--- src/rtl/regfile_pkg.sv ---
// Shared register-file widths and the writeback request record used by both producers.
package regfile_pkg;

    localparam int DATA_WIDTH    = 32;
    localparam int ADDRESS_WIDTH = 5;

    typedef struct packed {
        logic [ADDRESS_WIDTH-1:0] rd;
        logic [DATA_WIDTH-1:0]    data;
    } wb_req_t;

endpackage

--- src/rtl/sync_fifo.sv ---
// Small synchronous FIFO for long-latency writeback results.
// Besides the usual push/pop interface it exposes which slots hold live entries
// and their destination registers, so the owner can build a pending mask.
module sync_fifo
    import regfile_pkg::*;
#(
    parameter int DEPTH = 2
) (
    input  logic                     clk,
    input  logic                     rst,
    input  logic                     i_push,
    input  logic                     i_pop,
    input  wb_req_t                  i_data,
    output wb_req_t                  o_head,
    output logic                     o_full,
    output logic                     o_empty,
    output logic [DEPTH-1:0]         o_entryValid,
    output logic [ADDRESS_WIDTH-1:0] o_entryRd [DEPTH]
);

    localparam int PW = (DEPTH > 1) ? $clog2(DEPTH) : 1;
    localparam int CW = $clog2(DEPTH + 1);

    wb_req_t         r_mem [DEPTH];
    logic [PW-1:0]   r_wrPtr;
    logic [PW-1:0]   r_rdPtr;
    logic [CW-1:0]   r_count;
    logic            w_doPush;
    logic            w_doPop;

    assign o_full   = (r_count == CW'(DEPTH));
    assign o_empty  = (r_count == '0);
    assign w_doPush = i_push & ~o_full;
    assign w_doPop  = i_pop & ~o_empty;
    assign o_head   = r_mem[r_rdPtr];

    // Payload storage; contents need no reset because validity is tracked by the count.
    always_ff @(posedge clk) begin
        if (w_doPush) begin
            r_mem[r_wrPtr] <= i_data;
        end
    end

    // Pointers wrap naturally because DEPTH is a power of two; count tracks occupancy.
    always_ff @(posedge clk) begin
        if (rst) begin
            r_wrPtr <= '0;
            r_rdPtr <= '0;
            r_count <= '0;
        end else begin
            if (w_doPush) begin
                r_wrPtr <= r_wrPtr + 1'b1;
            end
            if (w_doPop) begin
                r_rdPtr <= r_rdPtr + 1'b1;
            end
            if (w_doPush && !w_doPop) begin
                r_count <= r_count + 1'b1;
            end else if (w_doPop && !w_doPush) begin
                r_count <= r_count - 1'b1;
            end
        end
    end

    // A slot is live when its distance from the read pointer is below the occupancy.
    always_comb begin
        for (int i = 0; i < DEPTH; i++) begin
            logic [PW-1:0] offset;
            offset          = PW'(i) - r_rdPtr;
            o_entryValid[i] = (CW'(offset) < r_count);
            o_entryRd[i]    = r_mem[i].rd;
        end
    end

endmodule

--- src/rtl/regfile_write_arbiter.sv ---
// Sole driver of the register-file write port. The in-order pipeline normally
// wins; long-latency results wait in a FIFO and force one write through once the
// head has waited STARVE_LIMIT cycles. The pending mask lets decode stall on
// registers still owed by the long-latency unit.
module regfile_write_arbiter
    import regfile_pkg::*;
#(
    parameter int FIFO_DEPTH   = 2,
    parameter int STARVE_LIMIT = 4
) (
    input  logic                        clk,
    input  logic                        rst,
    input  logic                        p_valid,
    output logic                        p_ready,
    input  logic [ADDRESS_WIDTH-1:0]    p_rd,
    input  logic [DATA_WIDTH-1:0]       p_data,
    input  logic                        l_valid,
    output logic                        l_ready,
    input  logic [ADDRESS_WIDTH-1:0]    l_rd,
    input  logic [DATA_WIDTH-1:0]       l_data,
    output logic                        WE3,
    output logic [ADDRESS_WIDTH-1:0]    A3,
    output logic [DATA_WIDTH-1:0]       WD3,
    output logic [2**ADDRESS_WIDTH-1:0] pending
);

    localparam int SW   = $clog2(STARVE_LIMIT + 1);
    localparam int NREG = 2**ADDRESS_WIDTH;

    logic [SW-1:0]            r_starveCnt;
    wb_req_t                  w_head;
    wb_req_t                  w_lReq;
    logic                     w_full;
    logic                     w_empty;
    logic [FIFO_DEPTH-1:0]    w_entryValid;
    logic [ADDRESS_WIDTH-1:0] w_entryRd [FIFO_DEPTH];
    logic                     w_stallP;
    logic                     w_pWin;
    logic                     w_pop;
    logic                     w_push;
    logic [NREG-1:0]          w_pending;

    assign w_lReq.rd   = l_rd;
    assign w_lReq.data = l_data;

    // The FIFO is only ever "full" on registered state, so a pop never frees a
    // slot for a push in the same cycle.
    assign w_stallP = ~w_empty & (r_starveCnt == SW'(STARVE_LIMIT));
    assign p_ready  = ~rst & ~w_stallP;
    assign l_ready  = ~rst & ~w_full;
    assign w_push   = l_valid & l_ready;
    assign w_pWin   = p_valid & p_ready;
    assign w_pop    = ~rst & ~w_pWin & ~w_empty;

    sync_fifo #(
        .DEPTH (FIFO_DEPTH)
    ) u_fifo (
        .clk          (clk),
        .rst          (rst),
        .i_push       (w_push),
        .i_pop        (w_pop),
        .i_data       (w_lReq),
        .o_head       (w_head),
        .o_full       (w_full),
        .o_empty      (w_empty),
        .o_entryValid (w_entryValid),
        .o_entryRd    (w_entryRd)
    );

    // Write-port mux: pipeline first, else FIFO head; x0 writes still consume their slot.
    always_comb begin
        WE3 = 1'b0;
        A3  = '0;
        WD3 = '0;
        if (w_pWin) begin
            WE3 = (p_rd != '0);
            A3  = p_rd;
            WD3 = p_data;
        end else if (w_pop) begin
            WE3 = (w_head.rd != '0);
            A3  = w_head.rd;
            WD3 = w_head.data;
        end
    end

    // Counts how long the FIFO head has been passed over; saturates at the limit.
    always_ff @(posedge clk) begin
        if (rst) begin
            r_starveCnt <= '0;
        end else if (w_empty || w_pop) begin
            r_starveCnt <= '0;
        end else if (r_starveCnt != SW'(STARVE_LIMIT)) begin
            r_starveCnt <= r_starveCnt + 1'b1;
        end
    end

    // Pending mask is the OR of one-hot destinations of live FIFO entries; x0 never pends.
    always_comb begin
        w_pending = '0;
        for (int i = 0; i < FIFO_DEPTH; i++) begin
            if (w_entryValid[i]) begin
                w_pending[w_entryRd[i]] = 1'b1;
            end
        end
        w_pending[0] = 1'b0;
    end

    assign pending = rst ? '0 : w_pending;

endmodule
--- config.mk ---
export PLATFORM = sky130hd
export DESIGN_NAME = regfile_write_arbiter
export DESIGN_NICKNAME = d
export VERILOG_FILES = /design/src/rtl/regfile_pkg.sv /design/src/rtl/sync_fifo.sv /design/src/rtl/regfile_write_arbiter.sv
export SDC_FILE = /design/constraint.sdc
export NUM_CORES = 1
export LEC_CHECK = 0
export ABC_AREA = 0
export CORE_ASPECT_RATIO = 1.4
export CORE_MARGIN = 1
export CORE_UTILIZATION = 30
export CTS_BUF_LIST = sky130_fd_sc_hd__clkbuf_8 sky130_fd_sc_hd__clkbuf_16
export DETAILED_ROUTE_END_ITERATION = 12
export PLACE_DENSITY = 0.66
export SLEW_MARGIN = 10
export SYNTH_ARGS = -nofsm -noshare
export SYNTH_HDL_FRONTEND = slang
export SYNTH_SLANG_ARGS = --single-unit
--- constraint.sdc ---
create_clock -name clk -period 5.46 [get_ports clk]
set_input_delay 1.092 -clock clk [delete_from_list [all_inputs] [get_ports clk]]
set_output_delay 1.092 -clock clk [all_outputs]
set_load 0.05 [all_outputs]
==> results of run 1 <==
final cells by class:
cell class	instances	area (um2)
Fill cell	1115	6760
Sequential cell	82	2380
Timing Repair Buffer	153	1450
Multi-Input combinational cell	187	1390
Clock buffer	9	225
Tap cell	150	188
Clock inverter	5	81.3
Inverter	5	18.8
worst min path at each step:
stage / end / slack (ns) / from
after floorplan: r_starveCnt[0] / 0.42 / r_starveCnt[0]
after detailed placement: r_starveCnt[0] / 0.44 / r_starveCnt[0]
after global placement: r_starveCnt[0] / 0.43 / r_starveCnt[0]
after CTS: r_starveCnt[0] / 0.45 / r_starveCnt[0]
final: r_starveCnt[0] / 0.45 / r_starveCnt[0]
after global routing: r_starveCnt[0] / 0.48 / r_starveCnt[0]
logic make-up after synthesis:
group                      synth area share [%]
xor gates and xnor gates                  0.450
and+or+nand+nor                            7.43
other                                    0.0964
muxes                                      9.52
buffers and inverters                      3.35
AOI/OAI and AO/OA                          17.0
adders and majority gates                 0.965
DFF                                        61.2
where the power goes:
| group | total, W | switching, W | internal, W |
|---|---|---|---|
| logic | 0.000382 | 0.000234 | 0.000148 |
| registers | 0.000741 | 0.0000196 | 0.000722 |
| clock network | 0.000618 | 0.000223 | 0.000395 |
| total | 0.00174 | 0.000477 | 0.00126 |
synth_stat cells, types with 4 or more instances:
| library cell | instances | area [um2] |
|---|---|---|
| buf_2 | 5 | 25.0 |
| o2bb2ai_1 | 37 | 324 |
| o22ai_1 | 31 | 194 |
| buf_4 | 8 | 60.1 |
| nand3_1 | 6 | 30.0 |
| dfxtp_1 | 8 | 160 |
| mux2i_1 | 37 | 370 |
| nor2_1 | 13 | 48.8 |
| o21ai_0 | 4 | 20.0 |
| nor2b_1 | 9 | 56.3 |
| nand2_1 | 14 | 52.6 |
| edfxtp_1 | 74 | 2220 |
| inv_1 | 5 | 18.8 |
routing by layer:
| layer | share of wire, % | track usage (%) | vias up |
|---|---|---|---|
| met4 | 3.0 | 8.04 | 0 |
| met2 | 55 | 28.1 | 136 |
| li1 | - | - | 1464 |
| met1 | 38 | 15.9 | 1486 |
| met3 | 4.6 | 2.25 | 21 |
| met5 | 0 | 0 | - |
stage by stage:
stage | cells | instance area, um2
floorplan | 290 | 3890
global placement | 577 | 5420
detailed placement | 577 | 5420
CTS | 591 | 5730
global route | 591 | 5730
finish | 591 | 5730
sequential cells by signal (all words and copies together) (netlist names), named ones only:
name	cells
u_fifo.r_mem	74
r_starveCnt	3
u_fifo.r_count	2
u_fifo.r_wrPtr	1
u_fifo.r_rdPtr	1
critical path: cells and delay by family:
kind | cells | cell delay [ns]
and+or+nand+nor | 2 | 0.61
AOI/OAI and AO/OA | 1 | 0.26
buffers and inverters | 2 | 1.53
==> qor.txt, run 1 <==
CP required: 4.37 ns
CTS tree: yes
Hold/Removal Path Class: register to register
CTS root buf: clkbuf_16
CP Capture Type: output port
Post-DRT Antenna Nets: 0
Critical path startpoint category: input port
Syn avg cell area: 13.4 um2
Number of global-route vias before repair: 3,086
WL final: 9.93 mm
Worst Clk Skew: 0.00678 ns
Syn Nets: 371
Sequential share of the synthesized area: 61.2%
Fin worst setup slack: 0.860 ns
Post_cts resized: 0
Pwr Density: 304 mW/mm2
Total Nets Final: 519
Cts hold-fix bufs: 0
WS Path Type: input port to output port
Initial core utilization: 31.1%
Initial antenna violation count: 0
Post-synth ARST share: 0%
Maximum vdd drop: 151 uV
Most frequent cells in the layout: clkdlybuf4s50_1, edfxtp_1, buf_4
R2r worst-path depth: 8
Maxcap violations: 0
# H-tree levels: 3
Die height: 137 um
Setup tns final: 0 ns
Critical Path Fanout Max: 16
IO Count: 150
Row count: 48
Failing checks: DRC
Die Area: 0.0134 mm2
Critical path origin: rst
Clock transition at path regs: 0.05 ns
Core Region: 0.0125 mm2
Worst R2R Setup Slack: 3.23 ns
Final Util: 45.9%
Worst-skew pair later-pin latency: 0.33 ns
Total number of vias: 3,107
CTS buffer count: 9
Clk buf depth: 2
Max Transition Viols Final: 0
First-pass GRT wire length: 15.3 mm
Synth Flop Type: edfxtp_1
Die X: 98.2 um
Most used cell, CP: clkdlybuf4s50_1
Post-Syn Area: 0.00389 mm2
Status: finished, violations left
RSZ-0062 raised after global routing: false
Static leakage: 1.88 nW
Final setup violation count: 0
Number of distinct library cells after synthesis: 40
Layout Area Growth over Synthesis: 47.3%
DR iter-0 viols: 145
Placer congestion estimate: 0.804
Reg2reg end: u_fifo.r_count[1]
Crit-path slowest cell: clkdlybuf4s50_1
Synth warn: 0
Register bit total from synthesis: 82
DRC: 2
Pre-Repair DR Iteration Count: 10
End of the critical path: pending[28]
EDFF count, synth: 74
Ordered cell list for the critical path: clkdlybuf4s50_1 -> nor2b_1 -> nand3_1 -> o22ai_1 -> clkdlybuf4s50_1
Mean number of vias per cell: 5.26
Critical R2R Launch: r_starveCnt[0]
Hold slack: 0.450 ns
Most common cell after layout, fill and taps aside: clkdlybuf4s50_1
Hold Path Depth: 1
Detail Placement HPWL: 7.16 mm
Max incr delay on CP: 0.84 ns
Relative slew margins: 38.3%
Overall routing resource usage: 14.9%
Max Clk Rate: 0.217 GHz
Proportion of layout cells with a drive suffix above 1: 14.7%
Routed WL per cell: 16.8 um
Setup Fix Bufs, Post-CTS: 0
Arr. time, crit path: 3.51 ns
Post-Syn Instances: 290
Min Tclk post-route: 4.60 ns
Total grt overflow: 0
Place WS: 0.921 ns
Worst Tran Pin Value: 0.925 ns
Hold Fails Final Rpt: 0
Clock tree sinks: 82
Largest net degree at the start of global routing: 40
Period utilization: 84.3%
Ant. Diodes: 0
Power, Total: 0.00174 W
Port Buffers: 148
No activity file was read; power rests on OpenSTA's default activity.
==> run 2, diff against run 1 <==
--- a/config.mk
+++ b/config.mk
@@ -11,7 +11,7 @@
 export CORE_UTILIZATION = 30
 export CTS_BUF_LIST = sky130_fd_sc_hd__clkbuf_8 sky130_fd_sc_hd__clkbuf_16
 export DETAILED_ROUTE_END_ITERATION = 12
-export PLACE_DENSITY = 0.66
+export PLACE_DENSITY = 0.63
 export SLEW_MARGIN = 10
 export SYNTH_ARGS = -nofsm -noshare
 export SYNTH_HDL_FRONTEND = slang
==> constraint.sdc (replaced) <==
create_clock -name clk -period 4.45 [get_ports clk]
set_input_delay 0.89 -clock clk [delete_from_list [all_inputs] [get_ports clk]]
set_output_delay 0.89 -clock clk [all_outputs]
set_load 0.05 [all_outputs]
==> run 2 against run 1 <==
Compared with the run above:
- the run still ends with DRC left
- sequential share of layout area down 2.8 points
- sequential power rose by 25%
- first-iteration DRC count fell by 21%
- largest cell class unchanged
- clock power up 3%
- critical path depth unchanged
- die area stayed put
==> qor.txt, run 2 (synthesized netlist as in run 1, its figures left out) <==
Ant. Diodes: 0 (unchanged)
Max incr delay on CP: 0.84 ns (about the same)
End of the critical path: pending[27]
Final setup violation count: 0 (unchanged)
Worst-skew pair later-pin latency: 0.33 ns (about the same)
Total Nets Final: 520 (+0.19%)
Relative slew margins: 36.9% (-1.4 points)
Detail Placement HPWL: 7.55 mm (+5.5%)
Hold slack: 0.454 ns (+0.00301 ns)
Critical path startpoint category: input port
CTS tree: yes
CTS root buf: clkbuf_16
Cts hold-fix bufs: 0 (unchanged)
RSZ-0062 raised after global routing: false
Post_cts resized: 0 (unchanged)
Post-DRT Antenna Nets: 0 (unchanged)
Clock transition at path regs: 0.05 ns (about the same)
R2r worst-path depth: 7 (-1)
Pre-Repair DR Iteration Count: 11 (+1)
Static leakage: 1.99 nW (+5.6%)
CP Capture Type: output port
Most common cell after layout, fill and taps aside: clkdlybuf4s50_1
CTS buffer count: 9 (unchanged)
Biggest regs: u_fifo.r_mem (74), r_starveCnt (3), u_fifo.r_count (2)
WS Path Type: input port to output port
Row count: 48 (unchanged)
Initial antenna violation count: 0 (unchanged)
Min Tclk post-route: 3.89 ns
Worst Clk Skew: 0.00514 ns (-0.00164 ns)
Number of global-route vias before repair: 3,137 (+1.7%)
Ordered cell list for the critical path: clkdlybuf4s50_1 -> nor2_1 -> nand3_1 -> o22ai_1 -> clkdlybuf4s50_1
Hold/Removal Path Class: register to register
WL final: 10.3 mm (+3.4%)
Core Region: 0.0125 mm2 (unchanged)
Largest net degree at the start of global routing: 39 (-2.5%)
Critical R2R Launch: r_starveCnt[0]
Proportion of layout cells with a drive suffix above 1: 14.5% (-0.26 points)
Overall routing resource usage: 15.6% (+0.70 points)
Setup Fix Bufs, Post-CTS: 0 (unchanged)
DRC: 4 (+2)
Worst Tran Pin Value: 0.947 ns (+0.0217 ns)
Critical path origin: rst
Die height: 137 um (unchanged)
Layout Area Growth over Synthesis: 57.9%
Period utilization: 87.5%
First-pass GRT wire length: 15.8 mm (+3.7%)
Max FFs per register: 74 (unchanged)
# H-tree levels: 3 (unchanged)
Arr. time, crit path: 3.00 ns (-0.51 ns)
Max Clk Rate: 0.257 GHz
Total grt overflow: 0 (unchanged)
Worst R2R Setup Slack: 1.89 ns (-1.34 ns)
Status: finished, violations left
Fill cells: 1,103 (-1.1%)
Most frequent cells in the layout: clkdlybuf4s50_1, edfxtp_1, buf_12
Die X: 98.2 um (unchanged)
Min-delay src: r_starveCnt[0]
Clk buf depth: 2 (unchanged)
Die Area: 0.0134 mm2 (unchanged)
Failing checks: DRC
CP required: 3.56 ns (-0.81 ns)
Critical Path Fanout Max: 8 (-8)
Max Transition Viols Final: 0 (unchanged)
Clock tree sinks: 82 (unchanged)
Initial core utilization: 31.1% (unchanged)
Reg with most FFs: u_fifo.r_mem
Crit-path slowest cell: clkdlybuf4s50_1
Mean number of vias per cell: 5.10 (-3.0%)
Routed WL per cell: 17.3 um (+3.2%)
Reg2reg end: u_fifo.r_count[1]
IO Count: 150 (unchanged)
Placer congestion estimate: 0.832 (+3.4%)
DR iter-0 viols: 114 (-21%)
Pwr Density: 343 mW/mm2 (+13%)
Most used cell, CP: clkdlybuf4s50_1
Port Buffers: 148 (unchanged)
Maximum vdd drop: 207 uV (+37%)
Setup tns final: 0 ns (unchanged)
Hold Fails Final Rpt: 0 (unchanged)
Maxcap violations: 0 (unchanged)
Total number of vias: 3,018 (-2.9%)
[run 2: cell count changes in the layout (fill, tap and decap cells not counted), sizes merged]
cell	change
buf	+1
bufinv	-2
clkinv	+1
inv	+1
[run 2: how the worst min path moves through the flow]
stage,to,slack [ns],depth (start not counted)
3_5_place_dp,r_starveCnt[0],0.44,1
4_1_cts,r_starveCnt[0],0.45,1
3_3_place_gp,r_starveCnt[0],0.43,1
2_1_floorplan,r_starveCnt[0],0.42,1
5_1_grt,r_starveCnt[0],0.49,1
6_report,r_starveCnt[0],0.45,1
[run 2: where the power goes]
part,switching (W),internal (W),leakage [nW]
Sequential,0.0000380,0.000885,0.744
Clock,0.000269,0.000365,0.126
Combinational,0.000292,0.000254,1.12
Total,0.000599,0.00150,1.99
[run 2: cell type report]
cell class                 instances  area, um2  area share [%]
multi-input combinational        187       1390            22.7
tap                              150        188            3.06
clock inverter                     5       25.0           0.407
clock buffer                       9        225            3.67
timing repair buffer             154       1910            31.1
sequential                        82       2380            38.8
inverter                           5       18.8           0.306
[run 2: critical path: cells and delay by family]
kind                   cells  cell delay [ns]
AND/OR/NAND/NOR            2             0.49
buffers and inverters      2             1.39
AO/OA/AOI/OAI              1             0.23
[run 2: layer usage]
layer	track usage, %	vias to the layer above	wire length [um]
li1	-	1462	-
met1	16.2	1443	3770
met2	29.4	95	5790
met3	3.73	18	474
met4	7.38	0	237
met5	0	-	0
[run 2: metrics by stage]
step           instance area [um2]  instances  power, W  util [%]  setup WS [ns]
2_1_floorplan                 3900        290   0.00122         -          0.904
3_3_place_gp                  5890        578   0.00148      47.2          0.566
3_5_place_dp                  5890        578   0.00149      47.2          0.579
4_1_cts                       6140        592   0.00213      49.2          0.561
5_1_grt                       6140        592   0.00219      49.2          0.415
6_report                      6140        592   0.00210      49.2          0.558
==> run 3, diff against run 2 <==
--- a/config.mk
+++ b/config.mk
@@ -12,7 +12,6 @@
 export CTS_BUF_LIST = sky130_fd_sc_hd__clkbuf_8 sky130_fd_sc_hd__clkbuf_16
 export DETAILED_ROUTE_END_ITERATION = 12
 export PLACE_DENSITY = 0.63
-export SLEW_MARGIN = 10
 export SYNTH_ARGS = -nofsm -noshare
 export SYNTH_HDL_FRONTEND = slang
 export SYNTH_SLANG_ARGS = --single-unit
==> results of run 3 <==
The final DEF is identical to that of run 2; final timing and power are the same.
